`src/rtl/projectile_flight.sv`:
```
// Projectile flight engine: launches from the thrower's side, steps a ballistic
// trajectory once per frame and reports hit/miss with a one-cycle end_throw pulse.
module projectile_flight #(
  parameter int FRAME_DIV  = 1000000,
  parameter int P1_X       = 100,
  parameter int P2_X       = 900,
  parameter int START_Y    = 600,
  parameter int GROUND_Y   = 600,
  parameter int TARGET_TOP = 560,
  parameter int TARGET_HW  = 24,
  parameter int GRAVITY    = 1,
  parameter int MAX_FRAMES = 255
) (
  input  logic        clk60MHz,
  input  logic        rst,
  input  logic        throw_flag,
  input  logic [3:0]  power,
  input  logic        turn,
  output logic        end_throw,
  output logic [10:0] x_pos,
  output logic [10:0] y_pos,
  output logic        visible,
  output logic [1:0]  result
);

  localparam int CW = (FRAME_DIV > 1) ? $clog2(FRAME_DIV) : 1;
  localparam int FW = (MAX_FRAMES > 0) ? $clog2(MAX_FRAMES + 1) : 1;

  typedef enum logic [1:0] {IDLE, LAUNCH, FLY, DONE} state_t;

  state_t             state;
  logic               dir;
  logic               checking;
  logic signed [11:0] x;
  logic signed [11:0] y;
  logic signed [11:0] vy;
  logic [4:0]         vx;
  logic [CW-1:0]      clk_cnt;
  logic [FW-1:0]      frame_cnt;

  int   x_int;
  int   y_int;
  int   dx;
  logic frame_tick;
  logic hit;
  logic ground;
  logic oob;
  logic timeout;

  // Termination tests use sign-extended positions so x < 0 is detectable.
  always_comb begin
    x_int      = int'(x);
    y_int      = int'(y);
    dx         = x_int - (dir ? P1_X : P2_X);
    hit        = (dx <= TARGET_HW) && (dx >= -TARGET_HW) && (y_int >= TARGET_TOP);
    ground     = (y_int >= GROUND_Y);
    oob        = (x_int < 0) || (x_int > 1023);
    timeout    = (frame_cnt == FW'(MAX_FRAMES));
    frame_tick = (clk_cnt == CW'(FRAME_DIV - 1));
  end

  always_ff @(posedge clk60MHz) begin
    if (rst) begin
      state     <= IDLE;
      dir       <= 1'b0;
      checking  <= 1'b0;
      x         <= '0;
      y         <= '0;
      vx        <= '0;
      vy        <= '0;
      clk_cnt   <= '0;
      frame_cnt <= '0;
      end_throw <= 1'b0;
      visible   <= 1'b0;
      result    <= 2'b00;
    end else begin
      end_throw <= 1'b0;
      unique case (state)
        IDLE: begin
          if (throw_flag) begin
            state   <= LAUNCH;
            visible <= 1'b1;
          end
        end
        LAUNCH: begin
          dir       <= turn;
          x         <= turn ? 12'(P2_X) : 12'(P1_X);
          y         <= 12'(START_Y);
          vx        <= {1'b0, power} + 5'd2;
          vy        <= 12'({8'b0, power}) + 12'd4;
          clk_cnt   <= '0;
          frame_cnt <= '0;
          checking  <= 1'b0;
          result    <= 2'b00;
          state     <= FLY;
        end
        FLY: begin
          // Termination is judged the cycle after a tick, on the freshly updated position.
          if (checking && (hit || ground || oob || timeout)) begin
            state     <= DONE;
            end_throw <= 1'b1;
            visible   <= 1'b0;
            checking  <= 1'b0;
            result    <= hit ? 2'b10 : 2'b01;
          end else begin
            checking <= frame_tick;
            if (frame_tick) begin
              clk_cnt   <= '0;
              x         <= dir ? (x - $signed({7'b0, vx})) : (x + $signed({7'b0, vx}));
              y         <= y - vy;
              vy        <= vy - 12'(GRAVITY);
              frame_cnt <= frame_cnt + 1'b1;
            end else begin
              clk_cnt <= clk_cnt + 1'b1;
            end
          end
        end
        DONE: begin
          if (!throw_flag) state <= IDLE;
        end
        default: state <= IDLE;
      endcase
    end
  end

  assign x_pos = x[10:0];
  assign y_pos = y[10:0];

endmodule

```
`config.mk`:
```
export PLATFORM = sky130hd
export DESIGN_NAME = projectile_flight
export DESIGN_NICKNAME = d
export VERILOG_FILES = /design/src/rtl/projectile_flight.sv
export SDC_FILE = /design/constraint.sdc
export NUM_CORES = 1
export LEC_CHECK = 0
export ABC_AREA = 1
export CORE_MARGIN = 3
export CORE_UTILIZATION = 53
export DETAILED_ROUTE_END_ITERATION = 10
export PLACE_DENSITY = 0.83
export SYNTH_ARGS = -nofsm -noshare
export SYNTH_HDL_FRONTEND = slang
export SYNTH_SLANG_ARGS = --single-unit
```
`constraint.sdc`:
```
create_clock -name clk60MHz -period 3.7 [get_ports clk60MHz]
set_input_delay 0.37 -clock clk60MHz [delete_from_list [all_inputs] [get_ports clk60MHz]]
set_output_delay 0.37 -clock clk60MHz [all_outputs]
set_load 0.005 [all_outputs]
```
==> flow_summary.toml, run 1 <==
[finish]
drive_above_1_share = 0.0450
n_fill_cell = 1013
synthToLayoutAreaGrowth_pct = 10.4
num_antenna_cells = 0
final_cells = 1073
finalNetCount = 978

[die]
start_util = 0.548
fp.dieH_um = 112
dieWidth_um = 112
coreArea_um2 = 10900
fp-row-count = 38
die-area_um2 = 12600
ios = 34

[synth]
yosysSeqAreaShare = 0.257
yosys_warnings = 0
ys_types = 42
synth_edf_count = 0
ys_async_sr_fraction = 0
syn_inst = 930
ys_dominant_reg_cell = "dfxtp_1"
synthesis.nets = 980
synthTopCellsByCount = "nand2_1 (221), inv_1 (114), nor2_1 (105)"
synth_area_leaders = "dfxtp_1 (26%), nand2_1 (14%), ha_1 (8.4%), inv_1 (7.1%), nor2_1 (6.6%)"
netlist_area_um2 = 5990
avgSynthCellArea_um2 = 6.44
yosysTopAreaCell = "dfxtp_1"
synth_top_area_share = 0.257
synth_seq_cells = 77
synth.most_common_cell = "nand2_1"

[sta]
fin_hold_ws_ns = 0.454
slew_headroom = 0.355
period_share = 0.879
finalMaxSlewViolations = 0
fin_tns_setup_ns = 0
setup_viol = 0
period_minus_slack_ns = 3.25
hold_viol = 0
worstMarginPinSlew_ns = 0.967
fmax_mhz = 307
rsz0062_at_grt = "no"
fin_skew_ns = 0.00664

[setup_path]
required_ns = 3.97
cpPeakStageDelay_ns = 0.52
endpoint_kind = "flop"
start_kind = "flop"
cp_common_cell = "nand2_1"
cp_max_fo = 17
crit_buf_inv = 3
path_class = "reg -> reg"
cp_top_family = "simple AND/OR/NAND/NOR gates"
cp_data_arrival_time_ns = 3.52
crit_path_top_delay_cell = "dfxtp_1"
worstPathCellList = "inv_1, ha_1, nand2_1, inv_2, nand2_1, nand2_1, nand2_1, nand2_1, nand2_1, nand2_1, nand4_1, nand2_1, nand3_2, nand2_2, nand3_4, buf_4, nand4_2, o21ai_1"

[global_routing]
grt_pass1_vias = 5490
grt_util_all_layers = 0.239
grt_overflow = 0
antenna_found_initial = 0
grt_pass1_wl_um = 25400
grt_max_degree = 54

[clocking]
clock_latency_ns = 0.34
clock-sinks = 77
path_clk_slew_ns = 0.06
cts_tree = "yes"
numCtsBuffers = 9
h-tree-depth = 3
clk_path_buf_depth = 2
ctsRootBufferMaster = "clkbuf_16"

[power_and_ir_drop]
p_leak_nw = 2.84
peakVddDrop_uv = 415
power_density_nw_per_um2 = 884

[placed_design]
place_hpwl_um = 10200
dp_cells = 1055
gp_congestion = 0.898
port_buffers = 33

[detailed_routing]
wire_per_inst_um = 14.0
ant_nets = 0
route.detailed.vias_per_inst = 5.53
via_count = 5937
drt-total-wl_um = 15100
drt_iter0_drc = 552
drt-pass1-iter-count = 5
drc = 0

[job]
maxCapViolCount = 0

[status]
outcome = "finished, final reports clean"

[min_path]
hp-class = "reg -> reg"
[layout make-up]
cell class                 count  area (um2)  share of cell area
tap                          140         175              0.0265
sequential                    77        1540               0.233
timing repair buffer          41         390              0.0591
multi-input combinational    681        3700               0.560
clock inverter                 3        90.1              0.0136
inverter                     118         443              0.0670
clock buffer                  13         270              0.0409
[what timing repair did]
item	CTS	global route
endpoints found under the setup margin	0	59
hold buffers	0	0
buffers inserted	0	0
resized for setup	0	2
[layer usage]
| layer | routed length (um) | global-route usage | up-vias |
|---|---|---|---|
| li1 | - | - | 3020 |
| met1 | 6770 | 0.316 | 2662 |
| met2 | 6930 | 0.389 | 214 |
| met3 | 933 | 0.0394 | 41 |
| met4 | 432 | 0.0994 | 0 |
| met5 | 0 | 0 | - |
[tightest hold or removal path: cells and delay by family, from the launching register on]
family	cells	cell delay, ns
buffers and inverters	1	0.05
AO/OA/AOI/OAI	1	0.05
flip-flops	1	0.31
[power breakdown]
group / internal [mW] / switching (mW)
clock network: 0.715 / 0.349
logic: 1.31 / 2.32
registers: 0.984 / 0.169
total: 3.00 / 2.84
[cell families (layout without fill, tap and decap cells)]
kind of cell    count (synthesis)  count (layout)  synth area share
fa+ha+maj                      42              42            0.0902
buf+inv                       174             175             0.130
compound gates                125             125             0.111
simple gates                  466             468             0.343
xor+xnor                       42              42            0.0614
mux                             4               4           0.00669
flops                          77              77             0.257
[path summary, 6_finish.rpt]
kind | from | endpoint | slack, ns | depth (start not counted)
worst max-delay path | dir$_SDFFE_PP0N_ | frame_cnt[1]$_SDFFE_PP0P_ | 0.45 | 18
worst min-delay path | visible$_SDFFE_PP0P_ | visible$_SDFFE_PP0P_ | 0.45 | 2
worst max register to register | dir$_SDFFE_PP0N_ | frame_cnt[1]$_SDFFE_PP0P_ | 0.45 | 18
worst min register to register | visible$_SDFFE_PP0P_ | visible$_SDFFE_PP0P_ | 0.45 | 2
[placed cells by master, fill, tap and decap left out, types with 3 or more instances in the layout]
| master | Yosys | layout |
|---|---|---|
| nand2_1 | 221 | 221 |
| inv_1 | 114 | 114 |
| nor2_1 | 105 | 105 |
| dfxtp_1 | 77 | 77 |
| a21oi_1 | 73 | 73 |
| nand3_1 | 48 | 48 |
| nand4_1 | 48 | 48 |
| ha_1 | 40 | 40 |
| xor2_1 | 36 | 36 |
| clkdlybuf4s50_1 | 0 | 33 |
| o21ai_0 | 31 | 31 |
| nor3_1 | 20 | 20 |
| clkbuf_16 | 0 | 9 |
| o21ai_1 | 8 | 8 |
| buf_4 | 28 | 8 |
| nor4_1 | 6 | 6 |
| xnor2_1 | 6 | 6 |
| or2_2 | 4 | 4 |
| mux2i_1 | 4 | 4 |
| inv_2 | 3 | 3 |
| nand3_4 | 2 | 3 |
| nand3b_1 | 3 | 3 |
| a211oi_1 | 3 | 3 |
| bufinv_16 | 0 | 3 |
| clkbuf_8 | 0 | 3 |
[flip-flops by register name, indices dropped and copies added, names as in the netlist, 2 cells and up]
name / count
clk_cnt: 20
vy: 12
x: 12
y: 12
frame_cnt: 8
vx: 5
result: 2
state: 2
[stage by stage]
| stage | utilization | area, um2 | setup WS (ns) | total power [mW] |
|---|---|---|---|---|
| after floorplan | - | 5990 | 1.15 | 3.97 |
| after global placement | 0.569 | 6220 | 0.487 | 4.57 |
| after detailed placement | 0.569 | 6220 | 0.320 | 4.63 |
| after CTS | 0.601 | 6580 | 0.300 | 5.75 |
| after global routing | 0.604 | 6610 | 0.0215 | 6.42 |
| final | 0.604 | 6610 | 0.448 | 5.85 |
No activity file was read; power rests on OpenSTA's default activity.
==> inputs of run 2 (changes only) <==
==> constraint.sdc (replaced) <==
create_clock -name clk60MHz -period 4 [get_ports clk60MHz]
set_input_delay 0.4 -clock clk60MHz [delete_from_list [all_inputs] [get_ports clk60MHz]]
set_output_delay 0.4 -clock clk60MHz [all_outputs]
set_load 0.005 [all_outputs]
==> flow_summary.toml, run 2 (same netlist as run 1, synthesis figures left out) <==
[status]
outcome = "finished, final reports clean"

[clocking]
h-tree-depth = 3
holdBufCountCts = 0
cts_resized = 0
clk_path_buf_depth = 2
cts_tree = "yes"
path_clk_slew_ns = 0.06
post-cts-setup-buffers = 0
ctsRootBufferMaster = "clkbuf_16"
numCtsBuffers = 9
clock_latency_ns = 0.35
clock-sinks = 77

[detailed_routing]
drt-pass1-iter-count = 5
route.detailed.vias_per_inst = 5.43
drt-total-wl_um = 14700
drt_iter0_drc = 547
wire_per_inst_um = 13.7
via_count = 5807
drc = 0
ant_nets = 0

[placed_design]
place_hpwl_um = 10400
dp_cells = 1054
place_ws_ns = 0.662
port_buffers = 33
gp_congestion = 0.951

[die]
dieWidth_um = 112
die-area_um2 = 12600
start_util = 0.548
coreArea_um2 = 10900
fp-row-count = 38
ios = 34
fp.dieH_um = 112

[setup_path]
path_class = "reg -> reg"
cp_common_cell = "nand2_1"
r2r_cells = 19
worstPathCellList = "inv_1, ha_1, nand2_1, inv_2, nand2_1, nand2_1, nand2_1, nand2_1, nand3_1, nor2_1, nand4_1, nand2_1, nand3_2, nand2_2, nand3_4, nand3_4, nand2_1, inv_1, nor2_1"
crit_path_top_delay_cell = "nand3_4"
cpPeakStageDelay_ns = 0.55
r2r_start = "dir$_SDFFE_PP0N_"
cp_max_fo = 53
start_kind = "flop"
crit_buf_inv = 3
regToRegEndpoint = "y[3]$_SDFFE_PP0P_"
cp_top_family = "simple AND/OR/NAND/NOR gates"
cp_data_arrival_time_ns = 3.65
endpoint_kind = "flop"
required_ns = 4.24
r2r_slack_ns = 0.59

[sta]
layout_setup_ws_ns = 0.594
fin_skew_ns = 0.00779
slew_headroom = 0.473
setup_viol = 0
finalMaxSlewViolations = 0
period_minus_slack_ns = 3.41
rsz0062_at_grt = "no"
fin_tns_setup_ns = 0
hold_viol = 0
fmax_mhz = 294
period_share = 0.852
worstMarginPinSlew_ns = 0.790

[finish]
final_common_cell = "nand2_1"
drive_above_1_share = 0.0419
num_antenna_cells = 0
layout_common_cells = "nand2_1 (221), inv_1 (114), nor2_1 (105)"
largest_register_ffs = 20
finish.utilization = 0.597
synthToLayoutAreaGrowth_pct = 8.96
regMostFlops = "clk_cnt"
final_cells = 1070
finalNetCount = 975

[min_path]
hold_end = "visible$_SDFFE_PP0P_"
hp-class = "reg -> reg"
worstHoldStart = "visible$_SDFFE_PP0P_"
min_path_cells = 2

[global_routing]
grt_use_met3 = 0.0404
use_met2 = 0.382
grt_overflow = 0
grt_busiest_layer = "met2"
grtUsageMet1 = 0.309
grt_pass1_vias = 5324
grt_max_degree = 54
antenna_found_initial = 0
grt_util_all_layers = 0.233
grt_pass1_wl_um = 24500

[power_and_ir_drop]
p_leak_nw = 2.80
power_density_nw_per_um2 = 795
peakVddDrop_uv = 465

[job]
maxCapViolCount = 0
-- run 2: cell types whose count changed in the layout (fill, tap and decap cells not counted), sizes merged --
cell	change
bufinv	-1
nand3	-2
clkinv	+1
buf	-1
clkbuf	-3
clkinvlp	+3
-- run 2: worst reg2reg max path, cell delays in order, from the launching register on --
cell	delay (ns)
dfxtp_1	0.50
inv_1	0.19
ha_1	0.40
nand2_1	0.12
inv_2	0.06
nand2_1	0.07
nand2_1	0.11
nand2_1	0.06
nand2_1	0.06
nand3_1	0.06
nor2_1	0.17
nand4_1	0.11
nand2_1	0.09
nand3_2	0.10
nand2_2	0.10
nand3_4	0.26
nand3_4	0.56
nand2_1	0.15
inv_1	0.08
nor2_1	0.04
-- run 2: how the worst max path moves through the flow --
stage | from | to | cells after the start
CTS | dir$_SDFFE_PP0N_ | y[3]$_SDFFE_PP0P_ | 19
finish | dir$_SDFFE_PP0N_ | y[3]$_SDFFE_PP0P_ | 19
floorplan | vx[0]$_SDFFE_PP0N_ | x[11]$_SDFFE_PP0P_ | 18
global route | dir$_SDFFE_PP0N_ | clk_cnt[0]$_SDFFE_PP0P_ | 18
global placement | dir$_SDFFE_PP0N_ | frame_cnt[0]$_SDFFE_PP0P_ | 19
detailed placement | dir$_SDFFE_PP0N_ | clk_cnt[0]$_SDFFE_PP0P_ | 18
-- run 2: cell type report --
type                    count  area [um2]
well taps                 140         175
clock buffers              10         229
repair buffers             40         383
multi-input cells         679        3670
inverters                 118         443
flip-flops and latches     77        1540
clock inverters             6        87.6
fillers                  1007        4410
-- run 2: power by group --
group | internal (mW) | switching, mW
registers | 0.910 | 0.153
clock network | 0.545 | 0.337
logic | 1.17 | 2.07
total | 2.63 | 2.56
-- run 2: per-layer routing --
metal / vias up / part of all wire
met5: - / 0
met4: 0 / 0.019
met3: 25 / 0.052
met2: 164 / 0.47
met1: 2607 / 0.46
li1: 3011 / -
-- run 2: metrics by stage --
step                total power [mW]  cell area (um2)  hold WS, ns
floorplan                       3.67             5990        0.445
global placement                4.19             6210        0.442
detailed placement              4.26             6210        0.452
CTS                             5.16             6530        0.462
global route                    5.71             6530        0.476
finish                          5.19             6530        0.456
==> inputs of run 3 (changes only) <==
--- a/config.mk
+++ b/config.mk
@@ -6,8 +6,9 @@
 export NUM_CORES = 1
 export LEC_CHECK = 0
 export ABC_AREA = 1
-export CORE_MARGIN = 3
+export CORE_MARGIN = 2
 export CORE_UTILIZATION = 53
+export CTS_BUF_LIST = sky130_fd_sc_hd__clkbuf_4
 export DETAILED_ROUTE_END_ITERATION = 10
 export PLACE_DENSITY = 0.83
 export SYNTH_ARGS = -nofsm -noshare
==> flow_summary.toml, run 3 (same netlist as run 1, synthesis figures left out) <==
[clocking]
post-cts-setup-buffers = 0
clock-sinks = 77
clock_latency_ns = 0.47
holdBufCountCts = 0
cts_resized = 0
numCtsBuffers = 9
clk_path_buf_depth = 2
ctsRootBufferMaster = "clkbuf_4"
path_clk_slew_ns = 0.13
h-tree-depth = 3
cts_tree = "yes"

[placed_design]
dpl_cell_area_um2 = 6210
gp_congestion = 0.940
place_hpwl_um = 10100
port_buffers = 33

[job]
maxCapViolCount = 0

[setup_path]
worstPathCellList = "inv_1, ha_1, nand2_1, inv_2, nand2_1, nand2_1, nand2_1, nand2_1, nand2_1, nand2_1, nand4_1, nand2_1, nand3_2, nand2_2, nand3_4, nand2_2, inv_1, nand2_1, a21oi_1"
cp_common_cell = "nand2_1"
regToRegEndpoint = "clk_cnt[11]$_SDFFE_PP0P_"
path_class = "reg -> reg"
start_kind = "flop"
cpPeakStageDelay_ns = 0.56
required_ns = 4.33
crit_path_top_delay_cell = "dfxtp_1"
r2r_cells = 19
r2r_slack_ns = 0.60
r2r_start = "dir$_SDFFE_PP0N_"
cp_max_fo = 22
cp_data_arrival_time_ns = 3.73
cp_top_family = "simple AND/OR/NAND/NOR gates"
endpoint_kind = "flop"
crit_buf_inv = 3

[sta]
rsz0062_at_grt = "no"
slew_headroom = 0.486
fin_tns_setup_ns = 0
fmax_mhz = 294
hold_viol = 0
fin_skew_ns = 0.0195
finalMaxSlewViolations = 0
worstMarginPinSlew_ns = 0.771
period_minus_slack_ns = 3.40
setup_viol = 0
period_share = 0.849

[power_and_ir_drop]
peakVddDrop_uv = 376
p_leak_nw = 2.74
power_density_nw_per_um2 = 758

[finish]
fin_area_um2 = 6370
largest_register_ffs = 20
regMostFlops = "clk_cnt"
num_antenna_cells = 0
drive_above_1_share = 0.0419
synthToLayoutAreaGrowth_pct = 6.31
n_fill_cell = 1049
finalNetCount = 975
layout_common_cells = "nand2_1 (221), inv_1 (114), nor2_1 (105)"
final_common_cell = "nand2_1"

[status]
outcome = "finished, final reports clean"

[global_routing]
grt_util_all_layers = 0.243
grt_max_degree = 54
antenna_found_initial = 0
grt_pass1_wl_um = 23600
grt_overflow = 0
grt_pass1_vias = 5224

[detailed_routing]
wire_per_inst_um = 13.1
drt-pass1-iter-count = 5
via_count = 5870
ant_nets = 0
drt-total-wl_um = 14000
drt_iter0_drc = 495
drc = 0
route.detailed.vias_per_inst = 5.49

[die]
fp-row-count = 38
fp.dieH_um = 110
coreArea_um2 = 10900
die-area_um2 = 12200
dieWidth_um = 110
ios = 34
start_util = 0.548

[min_path]
hp-class = "reg -> reg"
worstHoldStart = "visible$_SDFFE_PP0P_"
min_path_cells = 2
hold_end = "visible$_SDFFE_PP0P_"
[run 3: metal layers]
layer,share of wire,routed length [um],global-route usage,up-vias
met3,0.057,803,0.0400,24
met1,0.46,6460,0.314,2653
met5,0,0,0,-
met2,0.47,6540,0.416,179
met4,0.014,195,0.0750,0
li1,-,-,-,3014
[run 3: final cells by class]
class	count	area, um2	share of cell area
multi-input cells	679	3670	0.576
flip-flops and latches	77	1540	0.242
inverters	118	443	0.0696
repair buffers	40	383	0.0601
well taps	140	175	0.0275
clock inverters	7	90.1	0.0141
clock buffers	9	67.6	0.0106
[run 3: worst max path at each step]
stage	slack, ns	from	depth (start not counted)	end
CTS	0.67	dir$_SDFFE_PP0N_	19	clk_cnt[10]$_SDFFE_PP0P_
finish	0.60	dir$_SDFFE_PP0N_	19	clk_cnt[11]$_SDFFE_PP0P_
global route	0.20	dir$_SDFFE_PP0N_	19	clk_cnt[12]$_SDFFE_PP0P_
floorplan	1.45	vx[0]$_SDFFE_PP0N_	18	x[11]$_SDFFE_PP0P_
detailed placement	0.70	dir$_SDFFE_PP0N_	19	clk_cnt[6]$_SDFFE_PP0P_
global placement	0.82	dir$_SDFFE_PP0N_	19	clk_cnt[12]$_SDFFE_PP0P_
[run 3: power by group]
group | switching (mW) | total (mW) | internal, mW
registers | 0.149 | 1.06 | 0.909
logic | 2.06 | 3.22 | 1.16
clock network | 0.299 | 0.548 | 0.250
total | 2.50 | 4.82 | 2.32
[run 3: per-stage QoR]
step	total power, mW	instances	setup WS (ns)	hold slack, ns	util
after floorplan	3.67	930	1.45	0.445	-
after global placement	4.19	1054	0.822	0.440	0.568
after detailed placement	4.24	1054	0.698	0.444	0.568
after CTS	4.81	1070	0.667	0.463	0.582
after global routing	5.34	1070	0.202	0.489	0.582
final	4.82	1070	0.604	0.459	0.582
[run 3: worst reg2reg max path: cells and delay by family (launching register included)]
family	cells	cell delay [ns]
simple gates	14	1.69
flops	1	0.56
buf+inv	3	0.53
fa+ha+maj	1	0.41
compound gates	1	0.06
